===== src/rtl/decoder_rr_arbiter.sv =====
// decoder_rr_arbiter: round-robin arbiter with a hold limit and a one-cycle gap between grants, driving a 2-to-4 decoder
module decoder_rr_arbiter #(
  parameter int MAX_HOLD = 8,
  parameter int CNT_W    = 4
) (
  input  logic       clk,
  input  logic       rst_n,
  input  logic [3:0] req,
  output logic [3:0] gnt,
  output logic       G,
  output logic       S1,
  output logic       S0,
  output logic [1:0] owner,
  output logic       busy,
  output logic       preempt
);
  typedef enum logic [1:0] {IDLE, BUSY, GAP} state_t;
  state_t           state;
  logic [1:0]       ptr;
  logic [1:0]       win;
  logic [CNT_W-1:0] hold_cnt;
  // scan from ptr+3 down to ptr so the last hit is the first in priority order
  always_comb begin
    win = ptr;
    for (int k = 3; k >= 0; k--)
      if (req[ptr + 2'(k)]) win = ptr + 2'(k);
  end
  always_ff @(posedge clk or negedge rst_n) begin
    if (!rst_n) begin
      state    <= IDLE;
      ptr      <= '0;
      owner    <= '0;
      hold_cnt <= '0;
      preempt  <= 1'b0;
    end else begin
      preempt <= 1'b0;
      case (state)
        IDLE, GAP:
          if (|req) begin
            state    <= BUSY;
            owner    <= win;
            hold_cnt <= CNT_W'(1);
          end else state <= IDLE;
        BUSY:
          // a drop coinciding with the limit counts as a normal release
          if (!req[owner] || hold_cnt == CNT_W'(MAX_HOLD)) begin
            state   <= GAP;
            ptr     <= owner + 2'd1;
            preempt <= req[owner];
          end else hold_cnt <= hold_cnt + 1'b1;
        default: state <= IDLE;
      endcase
    end
  end
  assign G    = (state == BUSY);
  assign busy = G;
  assign S1   = owner[1];
  assign S0   = owner[0];
  assign gnt  = G ? (4'b0001 << owner) : 4'b0000;
endmodule

===== config.mk =====
export PLATFORM = sky130hd
export DESIGN_NAME = decoder_rr_arbiter
export DESIGN_NICKNAME = d
export VERILOG_FILES = /design/src/rtl/decoder_rr_arbiter.sv
export SDC_FILE = /design/constraint.sdc
export NUM_CORES = 1
export LEC_CHECK = 0
export ABC_AREA = 1
export BUFFER_PORTS_ARGS = -buffer_cell sky130_fd_sc_hd__buf_2
export CELL_PAD_IN_SITES_DETAIL_PLACEMENT = 2
export CELL_PAD_IN_SITES_GLOBAL_PLACEMENT = 2
export CORE_UTILIZATION = 29
export DETAILED_ROUTE_END_ITERATION = 16
export PLACE_DENSITY_LB_ADDON = 0.1
export SKIP_LAST_GASP = 1
export SLEW_MARGIN = 20
export SYNTH_ARGS = -nofsm -noshare
export SYNTH_HDL_FRONTEND = slang
export SYNTH_SLANG_ARGS = --single-unit
export TNS_END_PERCENT = 100

===== constraint.sdc =====
create_clock -name clk -period 1.4 [get_ports clk]
set_input_delay 0.42 -clock clk [delete_from_list [all_inputs] [get_ports clk]]
set_output_delay 0.42 -clock clk [all_outputs]
set_load 0.005 [all_outputs]

### Word level (Yosys, flattened, before mapping)

Cells that the tools add are included.
Widths: inputs -> output; s select.

| word-level totals | value |
|---|---|
| word-level logic and storage cells | 54 |
| flip-flop bits (word level) | 11 |
| output and inout bits | 11 |
| input port bits | 6 |

| operators by class | value |
|---|---|
| add/subtract/negate cells | 5 |
| equality and inequality tests | 6 |
| mux-type cells | 23 |
| shift-type cells | 1 |
| magnitude comparators | 5 |
| reductions and logical operators | 9 |

Operator list:

| kind | count |
|---|---|
| $lt 2x3->1 const B | 5 |
| $mux 4 | 3 |
| $bmux 1 s2 | 5 |
| $mux 2 | 5 |
| $mux 1 | 8 |
| $pmux 4 s2 | 1 |
| $add 2x1->2 const B | 2 |
| $add 2x2->2 const B | 2 |
| $add 4x1->4 const B | 1 |
| $eq 4x4->1 const B | 1 |
| $ne 2x2->1 const B | 2 |
| $pmux 2 s2 | 1 |
| $reduce_and 2->1 | 2 |
| $reduce_or 4->1 | 1 |
| $shl 1x2->4 const A | 1 |
| $reduce_and 3->1 | 1 |
| $eq 2x1->1 const B | 1 |
| $eq 2x2->1 const B | 1 |
| $logic_not 2->1 | 1 |
| $ne 2x1->1 const B | 1 |
| $reduce_bool 2->1 | 1 |
| $reduce_or 2->1 | 1 |
| $logic_not 1->1 | 1 |
| $logic_or 1x1->1 | 1 |

### Logic depth before layout (Yosys ltp)

Gate-level depths: netlist (run 1).

| logic depth | value |
|---|---|
| word-level depth | 7 |
| gate-level depth with buffers | 12 |
| depth with buffers taken out | 11 |

### Worst setup path after synthesis (run 1)

No wires, ideal clock.

| timing path | value |
|---|---|
| path kind | register to output |
| start | register owner[1] |
| end | output gnt[1] |
| slack | 0.145 ns |
| cell stages (with the launch flop) | 5 |
| arrival time | 0.835 ns |
| data required time | 0.980 ns |
| path buffers | 0 |
| cell sequence | dfrtp_1 -> inv_1 -> ha_1 -> inv_1 -> nor2_1 |

| on the way | value |
|---|---|
| word-level cells in the longest chain between the ends | 2 |

RTL lines:

| item | line | RTL |
|---|---|---|
| start, declared | 13 | `output logic [1:0] owner,` |
| start signal, assigned | 41 | `owner <= win;` |
| $shl 1x2->4 | 59 | `assign gnt = G ? (4'b0001 << owner) : 4'b0000;` |
| $mux 4 | 59 |  |
| end, declared | 9 | `output logic [3:0] gnt,` |

Every way passes these cells.

### Worst setup path in the final report (run 1)

| timing path | value |
|---|---|
| start | register owner[0] |
| end | output gnt[1] |

The elaborated chain is that of the path after synthesis.

==> out/results.ini, run 1 <==
[sta]
final.setup.tns_ns=-1.97
max-slew-margin-rel_pct=83.4
holdWs_ns=-0.00959
rsz0062_at_grt=true
tightest_slew_ns=0.249
fin_ws_ns=-0.293
finalClockSkew_ns=0.00645
fmax_ghz=0.591
setup_viol=12
fin_crit_ns=1.69
finalMaxSlewViolations=0
layout_worst_path_cycle_share_pct=121
hold_violations=5

[setup_path]
required_ns=0.98
reg2reg_depth=8
r2r_slack_ns=-0.11
crit_path_max_incr_delay_ns=0.43
rr_endpoint=ptr[0]$_DFFE_PN0P_
cp_cell_sequence=buf_6 -> ha_4 -> inv_2 -> nor2_1 -> buf_2
endpoint_kind=output port
critical_path_buf_inv_count=3
worstPathArrival_ns=1.27
reg2reg_from=owner[0]$_DFFE_PN0P_
start_kind=flop
critPathSlowestCell=dfrtp_2
crit_family=flip-flops
cp_max_fo=3
critical_path_class=flop to output port

[global_route]
antenna_found_initial=0
grt_overflow=0
grt_pass1_wl_um=4480
grt_util_all_layers_pct=18.8
grt_pass1_vias=949
grt_start_max_net_pins=12

[logic_synthesis]
ys.flop_type=dfrtp_1
synth_most_common_cell=nand2_1
syn_nets=131
async_reset_ff_share_pct=100
syn_area_per_cell_um2=6.97
synthCells=119
synth_edf_count=0
synth_top_area_share_pct=33.2
synthTopCellsByCount=nand2_1 (39), inv_1 (19), nand3_1 (16)
synthesis.area_um2=830
synth_cell_types=21
ys_ff_latch=11
ys_top_cells_by_area=dfrtp_1 (33%), nand2_1 (18%), nand3_1 (9.7%)
synth_top_cell_by_area=dfrtp_1
yosysWarnings=0
yosysSeqAreaShare_pct=33.2

[die]
die_x_um=55.5
fp.dieArea_mm2=0.00308
io_pins=17
floorplan.initialDensity_pct=30.3
coreArea_mm2=0.00273
row_count=19
die_h_um=55.5

[clock_tree]
cts_buffers=3
htree_levels=1
cts_sinks=11
clk_path_buf_depth=2
cts_tree=built
cts_root_buffer=clkbuf_4
path_clk_slew_ns=0.07
clock_latency_ns=0.28

[outcome]
outcome=finished, violations left
violations=negative hold slack, negative setup slack

[finish]
syn_to_final_growth_pct=70.4
stdcell_count=188
fin_util_pct=51.7
antennaDiodeCount=0
register_area_um2=280
post_route_cells_drive_above_1_share_pct=61.1
layout.nets=170
multi_input_area_um2=656
fillers=291

[drt]
wirelength_um=3300
drt_pass1_iterations=3
wl_per_cell_um=17.5
vias=900
ant_nets=0
drt_iter0_drc=9
vias_per_cell=4.79
drc=0

[placed_design]
hpwl_um=1920
place.gp.congestion=0.712
portBuffers=16
placedCellCount=169
place_ws_ns=-0.0478

[flow_run]
maxCapViolCount=0

[power_and_ir_drop]
ir_worst_vdd_mv=1.24
power_density_mw_per_mm2=2570
leakage_nw=0.720

[hold_path]
hold_class=input pin to async pin

power by group:
group | internal [mW] | total [mW] | switching, mW
clock network | 0.111 | 0.225 | 0.114
logic | 1.27 | 2.79 | 1.52
registers | 0.461 | 0.610 | 0.150
kinds of logic (layout without fill, tap and decap cells):
family                     Yosys count  after routing  share of synthesized area, %
and+or+nand+nor                     67             67                          36.4
DFF                                 11             11                          33.2
AOI/OAI and AO/OA                    7              7                          4.67
adders and majority gates            6              6                          9.05
buffers and inverters               26             64                          14.6
xor gates and xnor gates             2              2                          2.11
cells in the final DEF, fill, tap and decap left out, drive strengths merged:
master and n:
nand2 40, inv 21, nand3 17, dfrtp 11
buf 38, nand4 2, clkbuf 4, ha 6
o21ai 7, xor2 1, nor2 8, clkinv 1
xnor2 1
area by class of cell:
class,count,area share [%]
Multi-Input combinational cell,82,46.4
Timing Repair Buffer,38,21.6
Sequential cell,11,19.8
Inverter,22,7.61
Tap cell,31,2.74
Clock buffer,4,1.86
repair_timing:
| item | 4_1_cts | 5_1_grt |
|---|---|---|
| setup endpoints to repair | 11 | 18 |
| gates resized for setup | 24 | 61 |
| pin swaps | 2 | 22 |
| hold buffers | 0 | 0 |
| buffers inserted | 5 | 11 |
metrics by stage:
step / total power [mW] / cell area, um2
global placement: 2.03 / 967
global route: 3.89 / 1410
finish: 3.63 / 1410
CTS: 2.64 / 1110
detailed placement: 2.11 / 967
floorplan: 1.59 / 830
flip-flops by register name, indices dropped and copies added, names as in the netlist:
name and count:
owner 2, hold_cnt 4, preempt 1, ptr 2, state 2
metal layers:
metal | track usage [%] | up-vias | wire (um)
met5 | 0 | - | 0
met4 | 5.36 | 0 | 44
met3 | 3.51 | 5 | 44
met2 | 34.1 | 14 | 1780
met1 | 22.6 | 443 | 1430
li1 | - | 438 | -
worst max-delay path by stage:
stage	startpoint	endpoint	slack (ns)	cells past startpoint
4_1_cts	owner[0]$_DFFE_PN0P_	gnt[1]	-0.24	5
2_1_floorplan	owner[1]$_DFFE_PN0P_	gnt[1]	0.15	4
3_5_place_dp	owner[1]$_DFFE_PN0P_	gnt[0]	-0.05	5
6_report	owner[0]$_DFFE_PN0P_	gnt[1]	-0.29	5
5_1_grt	owner[0]$_DFFE_PN0P_	gnt[1]	-0.35	5
3_3_place_gp	ptr[0]$_DFFE_PN0P_	owner[0]$_DFFE_PN0P_	0.008	11
Note: power is estimated with default switching activity, not from simulation.
==> run 2: changes to the inputs <==
- SETUP_SLACK_MARGIN: default -> 0.4
==> out/results.ini, run 2 (synthesis results as in run 1) <==
[drt]
ant_nets=0  ; unchanged
drc=0  ; unchanged
wl_per_cell_um=17.4  ; was 17.5 um
wirelength_um=3270  ; was 3300 um
vias_per_cell=4.79  ; unchanged
drt_pass1_iterations=3  ; unchanged
vias=900  ; unchanged
drt_iter0_drc=13  ; was 9

[clock_tree]
clock_latency_ns=0.29  ; was 0.28 ns
clk_path_buf_depth=2  ; unchanged
cts_sinks=11  ; unchanged
htree_levels=1  ; unchanged
cts_root_buffer=clkbuf_4  ; unchanged
cts_tree=built  ; unchanged
path_clk_slew_ns=0.08  ; was 0.07 ns
cts_buffers=3  ; unchanged

[global_route]
grt_use_met3_pct=4.22  ; was 3.51%
grt_pass1_vias=962  ; was 949
antenna_found_initial=0  ; unchanged
grt_start_max_net_pins=12  ; unchanged
grt_util_all_layers_pct=20.0  ; was 18.8%
use_met1_pct=23.5  ; was 22.6%
grt_pass1_wl_um=4690  ; was 4480 um
grt_util_met2_pct=36.7  ; was 34.1%
grt_overflow=0  ; unchanged
grt_busiest_layer=met2  ; unchanged

[die]
io_pins=17  ; unchanged
die_h_um=55.5  ; unchanged
coreArea_mm2=0.00273  ; unchanged
die_x_um=55.5  ; unchanged
floorplan.initialDensity_pct=30.3  ; unchanged
row_count=19  ; unchanged
fp.dieArea_mm2=0.00308  ; unchanged

[finish]
regMostFlops=hold_cnt  ; unchanged
layout_commonest_cell=nand2_1  ; was nand2_2
layout.nets=170  ; unchanged
layout_common_cells=nand2_1 (20), buf_2 (14), buf_4 (14), inv_1 (13), nand2_4 (12)  ; was nand2_2 (18), buf_4 (15), inv_1 (14), nand3_1 (13)
largest_reg_flops=4  ; unchanged
final_area_mm2=0.00137  ; was 0.00141 mm2
antennaDiodeCount=0  ; unchanged
syn_to_final_growth_pct=65.6  ; was 70.4%
post_route_cells_drive_above_1_share_pct=57.3  ; was 61.1%

[power_and_ir_drop]
p_total_mw=3.45  ; was 3.63 mW
power_density_mw_per_mm2=2510  ; was 2570 mW/mm2
leakage_nw=0.725  ; was 0.720 nW
ir_worst_vdd_mv=1.23  ; was 1.24 mV

[sta]
fin_crit_ns=1.64  ; was 1.69 ns
holdWs_ns=0.534  ; was -0.00959 ns
layout_worst_path_cycle_share_pct=117  ; was 121%
max-slew-margin-rel_pct=82.8  ; was 83.4%
fin_ws_ns=-0.241  ; was -0.293 ns
fmax_ghz=0.609  ; was 0.591 GHz
hold_violations=0  ; was 5
finalClockSkew_ns=0.000447  ; was 0.00645 ns
tightest_slew_ns=0.258  ; was 0.249 ns
setup_viol=18  ; was 12
rsz0062_at_grt=true  ; unchanged
finalMaxSlewViolations=0  ; unchanged

[setup_path]
endpoint_kind=output port  ; unchanged
worstPathArrival_ns=1.22  ; was 1.27 ns
critical_path_class=flop to output port  ; unchanged
start_kind=flop  ; unchanged
required_ns=0.98  ; about the same
cp_max_fo=5  ; was 3
reg2reg_depth=9  ; was 8

[flow_run]
maxCapViolCount=0  ; unchanged

[placed_design]
hpwl_um=1950  ; was 1920 um
place.gp.congestion=0.732  ; was 0.712
placedInstanceArea_um2=950  ; was 967 um2
portBuffers=16  ; unchanged

[hold_path]
hold_class=input pin to async pin  ; unchanged

[outcome]
violations=negative setup slack  ; was negative hold slack, negative setup slack
outcome=finished, violations left  ; unchanged

==> run 2: changes by cell type in the layout (fill, tap and decap cells not counted), moves of 2 or more <==
cell,before,now
buf_2,12,14
nand3_2,2,6
nand3_1,13,10
inv_2,2,5
nand2_4,10,12
nand2_1,12,20
inv_4,5,3
nand2_2,18,8
==> run 2: layout make-up <==
| type | instances | area (um2) |
|---|---|---|
| Fill cell | 307 | 1360 |
| Inverter | 22 | 103 |
| Multi-Input combinational cell | 82 | 639 |
| Timing Repair Buffer | 38 | 287 |
| Tap cell | 31 | 38.8 |
| Clock buffer | 4 | 26.3 |
| Sequential cell | 11 | 280 |
==> run 2: metal layers <==
layer  wire length [um]  vias to the layer above  part of all wire, %
li1                   -                      438                    -
met1               1240                      440                   38
met2               1900                       15                   58
met3                 61                        7                  1.9
met4                 71                        0                  2.2
met5                  0                        -                    0
==> run 2: what timing repair did <==
action	CTS	global route
pin swaps	8	24
hold buffers	1	0
buffers inserted	12	6
gates resized for setup	33	32
hold endpoints to repair	11	0
endpoints found under the setup margin	22	22
==> run 2: final timing paths <==
| kind | start | to | slack, ns |
|---|---|---|---|
| setup reg to reg | owner[0]$_DFFE_PN0P_ | ptr[1]$_DFFE_PN0P_ | -0.19 |
| min in group clk | req[0] | preempt$_DFF_PN0_ | 0.60 |
| setup / recovery | owner[1]$_DFFE_PN0P_ | gnt[0] | -0.24 |
| max in group asynchronous | rst_n | owner[1]$_DFFE_PN0P_ | 0.64 |
| hold reg to reg | hold_cnt[0]$_DFFE_PN0P_ | hold_cnt[0]$_DFFE_PN0P_ | 0.60 |
| hold / removal | rst_n | state[1]$_DFFE_PN0P_ | 0.53 |
==> run 2: per-stage QoR <==
step	utilization, %	setup TNS, ns	cells	setup WS (ns)
3_3_place_gp	34.7	0	165	0.0198
2_1_floorplan	-	0	119	0.198
5_1_grt	50.3	-3.88	188	-0.322
6_report	50.3	-2.65	188	-0.241
4_1_cts	43.9	-2.23	182	-0.251
3_5_place_dp	34.7	-0.0205	165	-0.0167
==> run 2: report_power, final <==
| part | leakage, nW | switching [mW] | total (mW) | internal, mW |
|---|---|---|---|---|
| Clock | 0.0150 | 0.129 | 0.240 | 0.111 |
| Combinational | 0.576 | 1.41 | 2.55 | 1.14 |
| Sequential | 0.135 | 0.199 | 0.659 | 0.460 |
==> run 2: critical path, stage by stage (launching register included) <==
cell,delay [ns]
dfrtp_2,0.48
inv_4,0.11
ha_4,0.12
inv_1,0.04
nor2_2,0.07
buf_2,0.11
==> run 3: changes to the inputs <==
- BUFFER_PORTS_ARGS: -buffer_cell sky130_fd_sc_hd__buf_2 -> -buffer_cell sky130_fd_sc_hd__buf_4
==> out/results.ini, run 3 (synthesis results as in run 1) <==
[global_route]
grt_start_max_net_pins=12  ; unchanged
grt_pass1_wl_um=5110  ; was 4690 um
grt_util_all_layers_pct=21.7  ; was 20.0%
grt_pass1_vias=1050  ; was 962
antenna_found_initial=0  ; unchanged
grt_overflow=0  ; unchanged

[clock_tree]
htree_levels=1  ; unchanged
cts_sinks=11  ; unchanged
cts_tree=built  ; unchanged
cts_root_buffer=clkbuf_4  ; unchanged
clock_latency_ns=0.29  ; about the same
cts_buffers=3  ; unchanged
path_clk_slew_ns=0.09  ; was 0.08 ns
clk_path_buf_depth=2  ; unchanged

[die]
die_x_um=55.5  ; unchanged
fp.dieArea_mm2=0.00308  ; unchanged
io_pins=17  ; unchanged
row_count=19  ; unchanged
coreArea_mm2=0.00273  ; unchanged
floorplan.initialDensity_pct=30.3  ; unchanged
die_h_um=55.5  ; unchanged

[setup_path]
start_kind=flop  ; unchanged
crit_path_max_incr_delay_ns=0.48  ; about the same
worstPathArrival_ns=1.26  ; was 1.22 ns
r2r_slack_ns=-0.17  ; was -0.19 ns
cp_cell_sequence=inv_4 -> ha_4 -> inv_1 -> nor2_1 -> buf_4  ; was inv_4 -> ha_4 -> inv_1 -> nor2_2 -> buf_2
required_ns=0.98  ; about the same
critPathSlowestCell=dfrtp_2  ; unchanged
cp_max_fo=4  ; was 5
critical_path_class=flop to output port  ; unchanged
endpoint_kind=output port  ; unchanged

[finish]
regMostFlops=hold_cnt  ; unchanged
fillers=285  ; was 307
post_route_cells_drive_above_1_share_pct=64.0  ; was 57.3%
syn_to_final_growth_pct=81.1  ; was 65.6%
layout.nets=174  ; was 170
antennaDiodeCount=0  ; unchanged
final_area_mm2=0.00150  ; was 0.00137 mm2
largest_reg_flops=4  ; unchanged
layout_commonest_cell=buf_4  ; was nand2_1
stdcell_count=192  ; was 188
layout_common_cells=buf_4 (32), nand2_1 (16), inv_1 (12), nand2_2 (12), nand2_4 (12)  ; was nand2_1 (20), buf_2 (14), buf_4 (14), inv_1 (13), nand2_4 (12)

[hold_path]
hold_class=input pin to async pin  ; unchanged

[sta]
hold_violations=0  ; unchanged
holdWs_ns=0.500  ; was 0.534 ns
finalClockSkew_ns=0.00329  ; was 0.000447 ns
setup_viol=17  ; was 18
layout_worst_path_cycle_share_pct=120  ; was 117%
max-slew-margin-rel_pct=87.1  ; was 82.8%
fin_crit_ns=1.68  ; was 1.64 ns
finalMaxSlewViolations=0  ; unchanged
fin_ws_ns=-0.278  ; was -0.241 ns
fmax_ghz=0.596  ; was 0.609 GHz
rsz0062_at_grt=true  ; unchanged
tightest_slew_ns=0.194  ; was 0.258 ns

[placed_design]
placedInstanceArea_mm2=0.00101  ; was 950 um2
portBuffers=16  ; unchanged
hpwl_um=1920  ; was 1950 um
placedCellCount=168  ; was 165
place.gp.congestion=0.738  ; was 0.732

[drt]
drt_iter0_drc=25  ; was 13
drc=0  ; unchanged
ant_nets=0  ; unchanged
wl_per_cell_um=19.2  ; was 17.4 um
vias=945  ; was 900
drt_pass1_iterations=4  ; was 3
vias_per_cell=4.92  ; was 4.79
wirelength_um=3690  ; was 3270 um

[outcome]
violations=negative setup slack  ; unchanged
outcome=finished, violations left  ; unchanged

[power_and_ir_drop]
p_clk_share_pct=6.5  ; was 6.9%
combPwrFrac_pct=76.6  ; was 74.0%
swShare_pct=49.7  ; was 50.3%
power_density_mw_per_mm2=2550  ; was 2510 mW/mm2
seq_power_share_pct=16.9  ; was 19.1%
leakage_nw=0.759  ; was 0.725 nW
internal_power_mw=1.93  ; was 1.72 mW
p_sw_mw=1.91  ; was 1.74 mW
ir_worst_vdd_mv=1.39  ; was 1.23 mV

[flow_run]
maxCapViolCount=0  ; unchanged

run 3: changes by cell type in the layout (fill, tap and decap cells not counted), sizes merged:
cell  previous run  this run
buf             37        41
run 3: power by group through the flow:
stage	sequential (mW)	combinational [mW]	clock, mW
floorplan	0.581	1.07	0
global placement	0.652	1.47	0
detailed placement	0.658	1.54	0
CTS	0.637	2.12	0.234
global route	0.668	3.20	0.268
finish	0.649	2.94	0.249
run 3: final cells by class:
class	instances	area, um2	area share [%]
clock buffers	4	26.3	1.75
inverters	22	105	6.99
multi-input cells	82	692	46.0
flip-flops and latches	11	280	18.7
well taps	31	38.8	2.58
repair buffers	42	360	24.0
run 3: critical path, delay by kind of cell, from the launching register on:
| family | cells | cell delay [ns] |
|---|---|---|
| fa+ha+maj | 1 | 0.12 |
| buf+inv | 3 | 0.26 |
| flops | 1 | 0.48 |
| simple gates | 1 | 0.10 |
run 3: stage by stage:
stage	utilization (%)	total power [mW]	setup TNS [ns]	setup slack, ns
2_1_floorplan	-	1.65	0	0.198
3_3_place_gp	37.0	2.12	0	0.0259
3_5_place_dp	37.0	2.20	-0.0399	-0.0399
4_1_cts	45.8	2.99	-2.29	-0.226
5_1_grt	55.0	4.14	-3.83	-0.334
6_report	55.0	3.84	-2.72	-0.278
run 3: what timing repair did:
item                       CTS  global route
gates resized for setup     35            42
setup endpoints to repair   22            22
pin swaps                   14            23
hold endpoints to repair    11             0
hold buffers                 1             0
setup buffers                8            11
run 3: path summary, 6_finish.rpt:
| check | startpoint | endpoint | depth (start not counted) |
|---|---|---|---|
| worst max-delay path | owner[1]$_DFFE_PN0P_ | gnt[0] | 5 |
| worst min-delay path | rst_n | preempt$_DFF_PN0_ | 2 |
| worst max register to register | owner[0]$_DFFE_PN0P_ | hold_cnt[3]$_DFFE_PN0P_ | 9 |
| worst min register to register | hold_cnt[0]$_DFFE_PN0P_ | hold_cnt[0]$_DFFE_PN0P_ | 2 |
| max in group asynchronous | rst_n | owner[1]$_DFFE_PN0P_ | 2 |
| min in group clk | hold_cnt[0]$_DFFE_PN0P_ | hold_cnt[0]$_DFFE_PN0P_ | 2 |
run 3: per-layer routing:
metal  global-route usage [%]  up-vias  wire, um
met2                     40.3       14      2090
met1                     25.5      473      1490
met5                        0        -         0
met4                     6.43        0        30
li1                         -      454         -
met3                     3.04        4        80
